===== src/rtl/posit64_to_fp64_if.sv =====
// Handshake and field bundle between the posit decoder, the converter and the FP64 datapath.
interface posit64_to_fp64_if #(
    parameter int N  = 64,
    parameter int RS = 7,
    parameter int ES = 4,
    parameter int FS = N - 3 - ES
);
    logic          in_valid;
    logic          in_ready;
    logic          in_sign;
    logic [RS-1:0] in_regi;
    logic [ES-1:0] in_expo;
    logic [FS-1:0] in_frac;
    logic          in_allzero;
    logic          in_inf;
    logic          out_valid;
    logic          out_ready;
    logic [N-1:0]  out_data;
    logic          out_inexact;

    modport slave (
        input  in_valid, in_sign, in_regi, in_expo, in_frac, in_allzero, in_inf, out_ready,
        output in_ready, out_valid, out_data, out_inexact
    );

    modport master (
        output in_valid, in_sign, in_regi, in_expo, in_frac, in_allzero, in_inf, out_ready,
        input  in_ready, out_valid, out_data, out_inexact
    );
endinterface


===== src/rtl/posit64_to_fp64.sv =====
// Two-stage posit64 (es=4) decoded-field to IEEE binary64 converter, round-to-nearest-even.
// POSIT2FP_SUBNORM_EN builds subnormal packing for scale -1023/-1024; otherwise those flush to signed zero.
module posit64_to_fp64 #(
    parameter int N  = 64,
    parameter int RS = 7,
    parameter int ES = 4,
    parameter int FS = N - 3 - ES
) (
    input  logic             clk,
    input  logic             rst_n,
    posit64_to_fp64_if.slave io
);
    localparam int STAGES = 2;

    typedef enum logic [1:0] {CLS_NUM, CLS_ZERO, CLS_NAR} cls_e;

    typedef struct packed {
        logic          sign;
        cls_e          cls;
        logic [11:0]   scale;
        logic [FS-1:0] frac;
    } s1_t;

    typedef struct packed {
        logic         inexact;
        logic [N-1:0] data;
    } res_t;

    logic [STAGES:1]    vld_pipe;
    logic               adv;
    s1_t                s1_d, s1_q;
    res_t               res_d, res_q;
    logic signed [11:0] sc;
    logic [10:0]        exp_f;
    logic [51:0]        mant;
    logic               guard, sticky, flush, inc;
    logic [62:0]        mag;

    assign adv            = !vld_pipe[STAGES] || io.out_ready;
    assign io.in_ready    = adv;
    assign io.out_valid   = vld_pipe[STAGES];
    assign io.out_data    = res_q.data;
    assign io.out_inexact = res_q.inexact;

    // allzero wins over NaR when both flags are raised
    always_comb begin
        s1_d.sign  = io.in_sign;
        s1_d.cls   = io.in_allzero ? CLS_ZERO : (io.in_inf ? CLS_NAR : CLS_NUM);
        s1_d.scale = {io.in_regi[RS-1], io.in_regi, {ES{1'b0}}} + {{(12-ES){1'b0}}, io.in_expo};
        s1_d.frac  = io.in_frac;
    end

    assign sc = s1_q.scale;

    always_comb begin
        exp_f  = '0;
        mant   = '0;
        guard  = 1'b0;
        sticky = 1'b0;
        flush  = 1'b0;
        if (sc >= -12'sd1022) begin
            exp_f  = 11'(s1_q.scale + 12'd1023);
            mant   = s1_q.frac[FS-1:5];
            guard  = s1_q.frac[4];
            sticky = |s1_q.frac[3:0];
        end
`ifdef POSIT2FP_SUBNORM_EN
        else if (sc == -12'sd1023) begin
            mant   = {1'b1, s1_q.frac[FS-1:6]};
            guard  = s1_q.frac[5];
            sticky = |s1_q.frac[4:0];
        end else begin
            mant   = {2'b01, s1_q.frac[FS-1:7]};
            guard  = s1_q.frac[6];
            sticky = |s1_q.frac[5:0];
        end
`else
        else begin
            flush = 1'b1;
        end
`endif
        // exponent and mantissa rounded as one field so a carry bumps the exponent
        inc = guard & (sticky | mant[0]);
        mag = {exp_f, mant} + 63'(inc);

        res_d.inexact = 1'b0;
        res_d.data    = '0;
        case (s1_q.cls)
            CLS_ZERO: res_d.data = '0;
            CLS_NAR:  res_d.data = 64'h7FF8_0000_0000_0000;
            default: begin
                if (flush) begin
                    res_d.data    = {s1_q.sign, 63'h0};
                    res_d.inexact = 1'b1;
                end else if (&mag[62:52]) begin
                    res_d.data    = {s1_q.sign, 63'h7FEF_FFFF_FFFF_FFFF};
                    res_d.inexact = 1'b1;
                end else begin
                    res_d.data    = {s1_q.sign, mag};
                    res_d.inexact = guard | sticky;
                end
            end
        endcase
    end

    always_ff @(posedge clk or negedge rst_n) begin
        if (!rst_n) begin
            vld_pipe <= '0;
            s1_q     <= '0;
            res_q    <= '0;
        end else if (adv) begin
            vld_pipe <= {vld_pipe[STAGES-1:1], io.in_valid};
            if (io.in_valid)  s1_q  <= s1_d;
            if (vld_pipe[1])  res_q <= res_d;
        end
    end
endmodule


===== src/flat_wrapper.sv =====
// flat-port wrapper written by rule: the top's interface ports become plain ports
module posit64_to_fp64_flat 
#(
    parameter int N  = 64,
    parameter int RS = 7,
    parameter int ES = 4,
    parameter int FS = N - 3 - ES
)
  (clk, rst_n, io_in_valid, io_in_sign, io_in_regi, io_in_expo, io_in_frac, io_in_allzero, io_in_inf, io_out_ready, io_in_ready, io_out_valid, io_out_data, io_out_inexact);
  posit64_to_fp64_if #(.N(N), .RS(RS), .ES(ES), .FS(FS)) io_i ();
  input  logic clk;
  input  logic rst_n;
  input wire logic [$bits(io_i.in_valid)-1:0] io_in_valid;
  input wire logic [$bits(io_i.in_sign)-1:0] io_in_sign;
  input wire logic [$bits(io_i.in_regi)-1:0] io_in_regi;
  input wire logic [$bits(io_i.in_expo)-1:0] io_in_expo;
  input wire logic [$bits(io_i.in_frac)-1:0] io_in_frac;
  input wire logic [$bits(io_i.in_allzero)-1:0] io_in_allzero;
  input wire logic [$bits(io_i.in_inf)-1:0] io_in_inf;
  input wire logic [$bits(io_i.out_ready)-1:0] io_out_ready;
  output wire logic [$bits(io_i.in_ready)-1:0] io_in_ready;
  output wire logic [$bits(io_i.out_valid)-1:0] io_out_valid;
  output wire logic [$bits(io_i.out_data)-1:0] io_out_data;
  output wire logic [$bits(io_i.out_inexact)-1:0] io_out_inexact;
  assign io_i.in_valid = io_in_valid;
  assign io_i.in_sign = io_in_sign;
  assign io_i.in_regi = io_in_regi;
  assign io_i.in_expo = io_in_expo;
  assign io_i.in_frac = io_in_frac;
  assign io_i.in_allzero = io_in_allzero;
  assign io_i.in_inf = io_in_inf;
  assign io_i.out_ready = io_out_ready;
  assign io_in_ready = io_i.in_ready;
  assign io_out_valid = io_i.out_valid;
  assign io_out_data = io_i.out_data;
  assign io_out_inexact = io_i.out_inexact;
  posit64_to_fp64 #(.N(N), .RS(RS), .ES(ES), .FS(FS)) u_core (.clk(clk), .rst_n(rst_n), .io(io_i));
endmodule

===== config.mk =====
export PLATFORM = sky130hd
export DESIGN_NAME = posit64_to_fp64_flat
export DESIGN_NICKNAME = d
export VERILOG_FILES = /design/src/rtl/posit64_to_fp64_if.sv /design/src/rtl/posit64_to_fp64.sv /design/src/flat_wrapper.sv
export SDC_FILE = /design/constraint.sdc
export NUM_CORES = 1
export LEC_CHECK = 0
export ABC_AREA = 1
export ABC_CLOCK_PERIOD_IN_PS = 7100
export CORE_ASPECT_RATIO = 2
export CORE_MARGIN = 3
export CORE_UTILIZATION = 40
export CTS_BUF_LIST = sky130_fd_sc_hd__clkbuf_2 sky130_fd_sc_hd__clkbuf_4 sky130_fd_sc_hd__clkbuf_8
export DETAILED_ROUTE_END_ITERATION = 10
export GPL_TIMING_DRIVEN = 0
export SETUP_SLACK_MARGIN = 0.15
export SLEW_MARGIN = 20
export SYNTH_ARGS = -nofsm -noshare
export SYNTH_HDL_FRONTEND = slang
export SYNTH_SLANG_ARGS = --single-unit

===== constraint.sdc =====
create_clock -name clk -period 7.1 [get_ports clk]
set_input_delay 1.775 -clock clk [delete_from_list [all_inputs] [get_ports clk]]
set_output_delay 1.775 -clock clk [all_outputs]
set_load 0.05 [all_outputs]

==> results.tsv, run 1 <==
stage	metric	value	unit
cells_and_area	Nets	1494	
detailed_routing	Final ANT Viol Nets	0	
cells_and_area	register area	3453	um2
floorplanning	CORE AREA	20550	um2
critical_path	required time worst endpoint	5330	ps
cells_and_area	# fillers	2178	
logic_synthesis	Synth top cells by count	nand2_1, nor2_1, dfrtp_1, inv_1, nand3_1	
detailed_routing	DRT iter0 DRCs	485	
logic_synthesis	count leader, synth	nand2_1	
floorplanning	Die Wd	108.8	um
run_status	outcome	finished clean	
clock_tree	cts hold-fix bufs	0	
detailed_routing	TritonRoute pass-1 iters	6	
global_route	number of global-route vias before repair	8054	
power_and_ir_drop	leakage	5.316	nW
sta	Worst-Margin Slew	759.3	ps
logic_synthesis	Syn Area/Cell	6.739	um2
min_path	hold crit path type	reg -> reg	
clock_tree	CTS HTree Levels	4	
cells_and_area	multi-input logic area	4300	um2
floorplanning	die area	23010	um2
clock_tree	CTS buffer count	17	
logic_synthesis	top-area cell type share of the netlist area	40.86	%
clock_tree	worst skew pair latency	480	ps
floorplanning	io pins	142	
global_route	grt ovf	0	
clock_tree	CTS Buffer Depth	2	
detailed_routing	vias per cell	4.806	
floorplanning	Die H	211.6	um
power_and_ir_drop	PD cells	275.5	nW/um2
placement	IO Port Bufs	141	
floorplanning	number of cell rows	74	
job	Max-Cap Viols	0	
clock_tree	CTS tree	done	
placement	post-DP HPWL	23.49	mm
logic_synthesis	predominant post-synthesis flop cell	dfrtp_1	
critical_path	crit path capture type	output pin	
sta	min setup slack post-route	2126	ps
sta	RSZ-0062 raised after global routing	no	
placement	dpl cell area	10230	um2
logic_synthesis	Gate Count Post-Synth	1254	
global_route	largest net degree at the start of global routing	80	
logic_synthesis	register bit total from synthesis	138	
critical_path	critical path class	in -> out	
global_route	Total GRT Usage	25.56	%
cells_and_area	Area Overhead vs Synth	25.54	%
sta	Slew Viols, Final	0	
critical_path	Critical Path Start Type	input port	
global_route	initial antenna violation count	0	
sta	Setup Skew	11.14	ps
clock_tree	clock-pin slew on the worst setup and hold paths	70	ps
logic_synthesis	leading area contributor after synthesis	dfrtp_1	
sta	final hold viol count	0	
detailed_routing	WL/cell	16.61	um
sta	Slew headroom	49.38	%
clock_tree	clk root buf	clkbuf_8	
logic_synthesis	Netlist cell types	30	
logic_synthesis	post-synthesis sequential area ratio	40.86	%
cells_and_area	share of cells above drive strength 1	7.568	%
placement	GP Congestion	0.9455	
critical_path	Worst Path Max Fanout	4	
sta	hold_ws	465.8	ps
placement	pre-CTS setup slack	2117	ps
sta	Final min period	4974	ps
logic_synthesis	Mapped Area	8451	um2
cells_and_area	fin area	10610	um2
power_and_ir_drop	total power	2.923	mW
sta	final setup violation count	0	
cells_and_area	antenna cells	0	
detailed_routing	number of remaining DRC errors	0	
sta	fin crit share	70.06	%
clock_tree	CTS sink cnt	138	
logic_synthesis	Ys Warns	0	
detailed_routing	Routed WL	28.13	mm
sta	Highest Clock Rate	0.2010	GHz
logic_synthesis	ranking of synthesized cells by area	dfrtp_1, nand2_1, nor2_1, nand3_1, inv_1	
power_and_ir_drop	peak supply drop	0.1849	mV
sta	setup TNS	0	ps
critical_path	crit path DAT	3200	ps
clock_tree	postcts setup bufs	0	
logic_synthesis	Post-Syn Nets	1333	
floorplanning	Initial Util	41.11	%
detailed_routing	via count	8137	
logic_synthesis	fraction of registers with async set/reset	100.0	%
clock_tree	CTS resizes	0	
global_route	first-pass GRT wire length	43.75	mm
logic_synthesis	EDFF count, synth	0	
per-layer routing:
layer  vias up  GRT usage (%)  wire length, um
met5         -              0                0
met4         0          12.29             1124
met3        59          2.930              904
met2       221          46.12            15050
met1      3696          29.44            11050
li1       4161              -                -
registers in the layout (all words and copies together) (netlist names):
signal                 count
u_core.sc                 11
u_core.io.out_inexact      1
u_core.io.out_data        64
u_core.vld_pipe            2
u_core.s1_q               60
cell usage in the layout (no fill, tap or decap), types with 2 or more instances in the layout:
cell type        Yosys  final
clkbuf_8             0     18
bufinv_16            0      2
nor2_2              22     22
nand3_1             90     90
buf_2                5      5
buf_6               10     10
xnor2_1             17     17
inv_1              117    117
nand4_1             13     13
clkbuf_1            24     24
nor2_1             143    143
nor2_4               5      5
nor3b_1              2      2
xor2_1              31     31
nor3_1               8      8
clkbuf_4             0      5
ha_1                 4      4
nand2_2             25     25
clkinv_2             0      4
nand2_1            539    539
buf_4                2      2
o211ai_1             4      4
buf_1                3      3
dfrtp_1            138    138
a22o_1               2      2
clkdlybuf4s50_1      0    140
nand3_2              3      3
o21ai_0             40     40
worst paths after layout:
check / startpoint / end / slack (ps) / cells after the start
worst max-delay path: io_out_ready / io_in_ready / 2130 / 4
worst min-delay path: u_core.vld_pipe[1] / u_core.vld_pipe[2] / 470 / 2
worst max register to register: u_core.sc[0] / u_core.io.out_data[44] / 2880 / 25
worst min register to register: u_core.vld_pipe[1] / u_core.vld_pipe[2] / 470 / 2
max in group asynchronous: rst_n / u_core.s1_q[18] / 5120 / 2
min in group asynchronous: rst_n / u_core.io.out_data[56] / 1220 / 1
where the power goes:
| group | internal, mW | leakage, nW | switching (mW) |
|---|---|---|---|
| Clock | 0.336 | 0.201 | 0.295 |
| Sequential | 0.951 | 1.76 | 0.131 |
| Combinational | 0.397 | 3.36 | 0.813 |
critical path: stages:
cell	delay, ps
clkdlybuf4s50_1	460
nor2_1	50
inv_1	100
clkdlybuf4s50_1	810
layout make-up:
class                           instances  share of cell area [%]
Sequential cell                       138                   32.55
Inverter                              118                   4.175
Buffer                                 44                   2.394
Clock buffer                           23                   2.689
Clock inverter                          8                  0.9081
Timing Repair Buffer                  142                   13.61
Tap cell                              266                   3.137
Multi-Input combinational cell        954                   40.54
per-stage QoR:
step / cells / utilization, %
floorplan: 1254 / -
global placement: 1661 / 49.60
detailed placement: 1662 / 49.76
CTS: 1693 / 51.61
global route: 1693 / 51.61
finish: 1693 / 51.61
kinds of logic after synthesis:
kind of cell | count (synthesis) | share of synthesized area [%]
AOI/OAI and AO/OA | 47 | 2.991
and+or+nand+nor | 855 | 42.33
DFF | 138 | 40.86
xor gates and xnor gates | 48 | 4.975
buffers and inverters | 162 | 8.247
adders and majority gates | 4 | 0.5923
Power figures use the tool's default switching activity.
==> inputs of run 2 (changes only) <==
--- a/config.mk
+++ b/config.mk
@@ -6,7 +6,7 @@
 export NUM_CORES = 1
 export LEC_CHECK = 0
 export ABC_AREA = 1
-export ABC_CLOCK_PERIOD_IN_PS = 7100
+export ABC_CLOCK_PERIOD_IN_PS = 4600
 export CORE_ASPECT_RATIO = 2
 export CORE_MARGIN = 3
 export CORE_UTILIZATION = 40
==> constraint.sdc (replaced) <==
create_clock -name clk -period 4.6 [get_ports clk]
set_input_delay 1.15 -clock clk [delete_from_list [all_inputs] [get_ports clk]]
set_output_delay 1.15 -clock clk [all_outputs]
set_load 0.05 [all_outputs]
==> run 2 against run 1 <==
Net effect:
- first-iteration DRC count decreased by 12%
- flip-flop and latch count unchanged
- count of clock-buffer cells in the layout unchanged
- global-route usage unchanged
- final cell count about the same
- combinational power increased by 55%
==> results.tsv, run 2 (synthesis gave the netlist of run 1 again) <==
stage	metric	value	unit	change
run_status	outcome	finished clean		
power_and_ir_drop	leakage	5.315	nW	about the same
clock_tree	clock-pin slew on the worst setup and hold paths	80	ps	about the same
power_and_ir_drop	Flop pwr share	37.0	%	about the same
detailed_routing	Final ANT Viol Nets	0		unchanged
critical_path	Worst Path Max Fanout	19		+15
critical_path	Critical Path Start Type	flop		
floorplanning	io pins	142		unchanged
floorplanning	Die Wd	108.8	um	unchanged
placement	post-DP HPWL	23.49	mm	unchanged
clock_tree	CTS buffer count	17		unchanged
cells_and_area	Area Overhead vs Synth	25.50	%	about the same
floorplanning	Initial Util	41.11	%	unchanged
floorplanning	Die H	211.6	um	unchanged
cells_and_area	most frequent cells in the layout	nand2_1, nor2_1, clkdlybuf4s50_1		
job	Max-Cap Viols	0		unchanged
sta	setup TNS	0	ps	unchanged
min_path	hold depth	2		unchanged
sta	Slew headroom	53.51	%	+4.1 points
global_route	initial antenna violation count	0		unchanged
power_and_ir_drop	PD cells	425.3	nW/um2	+54%
power_and_ir_drop	logic gate share of total power	41.4	%	about the same
floorplanning	CORE AREA	20550	um2	unchanged
placement	pre-CTS setup slack	427.9	ps	-1689 ps
detailed_routing	DRT iter0 DRCs	428		-12%
min_path	Worst Hold Launch	u_core.vld_pipe[1]		
cells_and_area	share of cells above drive strength 1	7.574	%	about the same
cells_and_area	max reg flops	64		unchanged
clock_tree	CTS tree	done		
sta	Highest Clock Rate	0.2678	GHz	
cells_and_area	antenna cells	0		unchanged
critical_path	reg2reg start	u_core.sc[0]		
cells_and_area	# fillers	2177		-0.046%
clock_tree	CTS sink cnt	138		unchanged
critical_path	R2R setup slack	870	ps	-2010 ps
sta	Worst-Margin Slew	697.4	ps	-61.95 ps
power_and_ir_drop	switching power total	1.911	mW	+54%
sta	final setup violation count	0		unchanged
critical_path	required time worst endpoint	5020	ps	-310 ps
clock_tree	CTS Buffer Depth	2		unchanged
floorplanning	die area	23010	um2	unchanged
critical_path	RR Endpoint	u_core.io.out_data[44]		
sta	Final min period	3734	ps	
detailed_routing	TritonRoute pass-1 iters	5		-1
power_and_ir_drop	Clock power frac	21.6	%	about the same
global_route	first-pass GRT wire length	43.75	mm	unchanged
clock_tree	cts hold-fix bufs	0		unchanged
power_and_ir_drop	Pint	2.600	mW	+54%
clock_tree	CTS HTree Levels	4		unchanged
global_route	grt ovf	0		unchanged
critical_path	crit path DAT	4150	ps	+950 ps
sta	fin crit share	81.16	%	
sta	final hold viol count	0		unchanged
sta	min setup slack post-route	866.5	ps	-1259 ps
min_path	hold crit path type	reg -> reg		
power_and_ir_drop	Switching Share	42.36	%	about the same
power_and_ir_drop	peak supply drop	0.2858	mV	+55%
placement	GP Congestion	0.9455		unchanged
placement	IO Port Bufs	141		unchanged
critical_path	crit path capture type	flop		
detailed_routing	Routed WL	27.93	mm	-0.70%
cells_and_area	most common cell after layout, fill and taps aside	nand2_1		
clock_tree	worst skew pair latency	480	ps	about the same
sta	RSZ-0062 raised after global routing	no		
detailed_routing	via count	8121		-0.20%
global_route	Total GRT Usage	25.56	%	unchanged
global_route	largest net degree at the start of global routing	80		unchanged
critical_path	R2R cell count	23		-8.0%
global_route	number of global-route vias before repair	8054		unchanged
detailed_routing	number of remaining DRC errors	0		unchanged
detailed_routing	vias per cell	4.800		-0.14%
clock_tree	clk root buf	clkbuf_8		
floorplanning	number of cell rows	74		unchanged
sta	Slew Viols, Final	0		unchanged
cells_and_area	Nets	1493		-0.067%
detailed_routing	WL/cell	16.51	um	-0.65%
min_path	Worst Hold Path EP	u_core.vld_pipe[2]		
sta	Setup Skew	10.64	ps	-0.5012 ps
critical_path	critical path class	reg -> reg		
==> run 2: metal layers <==
metal | up-vias | share of wire (%) | GRT usage [%]
met3 | 54 | 2.9 | 2.930
li1 | 4155 | - | -
met1 | 3712 | 40 | 29.44
met4 | 0 | 3.9 | 12.29
met5 | - | 0 | 0
met2 | 200 | 54 | 46.12
==> run 2: power by group through the flow <==
| stage | combinational [mW] | clock [mW] | sequential, mW |
|---|---|---|---|
| after CTS | 1.88 | 1.01 | 1.67 |
| final | 1.87 | 0.972 | 1.67 |
| after global routing | 2.03 | 1.05 | 1.70 |
| after detailed placement | 1.88 | 0 | 1.69 |
| after global placement | 1.87 | 0 | 1.69 |
| after floorplan | 0.670 | 0 | 2.20 |
==> run 2: cell type report <==
class                   count  area [um2]  area share [%]
inverters                 118       442.9           4.176
multi-input cells         954        4300           40.55
well taps                 266       332.8           3.138
plain buffers              43       250.2           2.360
clock inverters             8       96.34          0.9084
clock buffers              23       285.3           2.690
repair buffers            142        1444           13.61
flip-flops and latches    138        3453           32.56
==> run 2: timing repair <==
item                                    CTS  global route
resized for setup                         0             0
endpoints found under the setup margin    0             2
buffers inserted                          0             0
==> run 2: how the worst max path moves through the flow <==
stage | startpoint | end | slack [ps]
CTS | u_core.sc[0] | u_core.io.out_data[44] | 390
floorplan | u_core.sc[0] | u_core.io.out_data[49] | 1570
global placement | rst_n | u_core.s1_q[18] | -3160
finish | u_core.sc[0] | u_core.io.out_data[44] | 870
detailed placement | u_core.sc[0] | u_core.io.out_data[44] | 430
global route | u_core.sc[0] | u_core.io.out_data[43] | 560
==> run 2: metrics by stage <==
step | utilization, % | cells | total power, mW | area, um2 | hold WS, ps
2_1_floorplan | - | 1254 | 2.866 | 8451 | 431.7
3_3_place_gp | 49.60 | 1661 | 3.553 | 10190 | 441.8
3_5_place_dp | 49.76 | 1662 | 3.567 | 10230 | 452.1
4_1_cts | 51.61 | 1693 | 4.559 | 10610 | 470.2
5_1_grt | 51.59 | 1692 | 4.784 | 10610 | 496.3
6_report | 51.59 | 1692 | 4.510 | 10610 | 466.0
==> run 2: critical path, stage by stage (launching register included) <==
cell and delay [ps]:
dfrtp_1 380, inv_1 200, ha_1 190, inv_1 80, nand3_2 90, nor2_2 90
buf_6 190, nor2_1 110, ha_1 260, nand3_1 120, nor2_1 150, nand2_1 130
nor2_1 290, nand2_1 120, nor2_1 140, nand3_1 100, nand2_1 170, nand2_1 100
nor2_1 190, nand3_4 180, buf_6 180, nand2_1 50, nand2_1 90, nand2_1 70
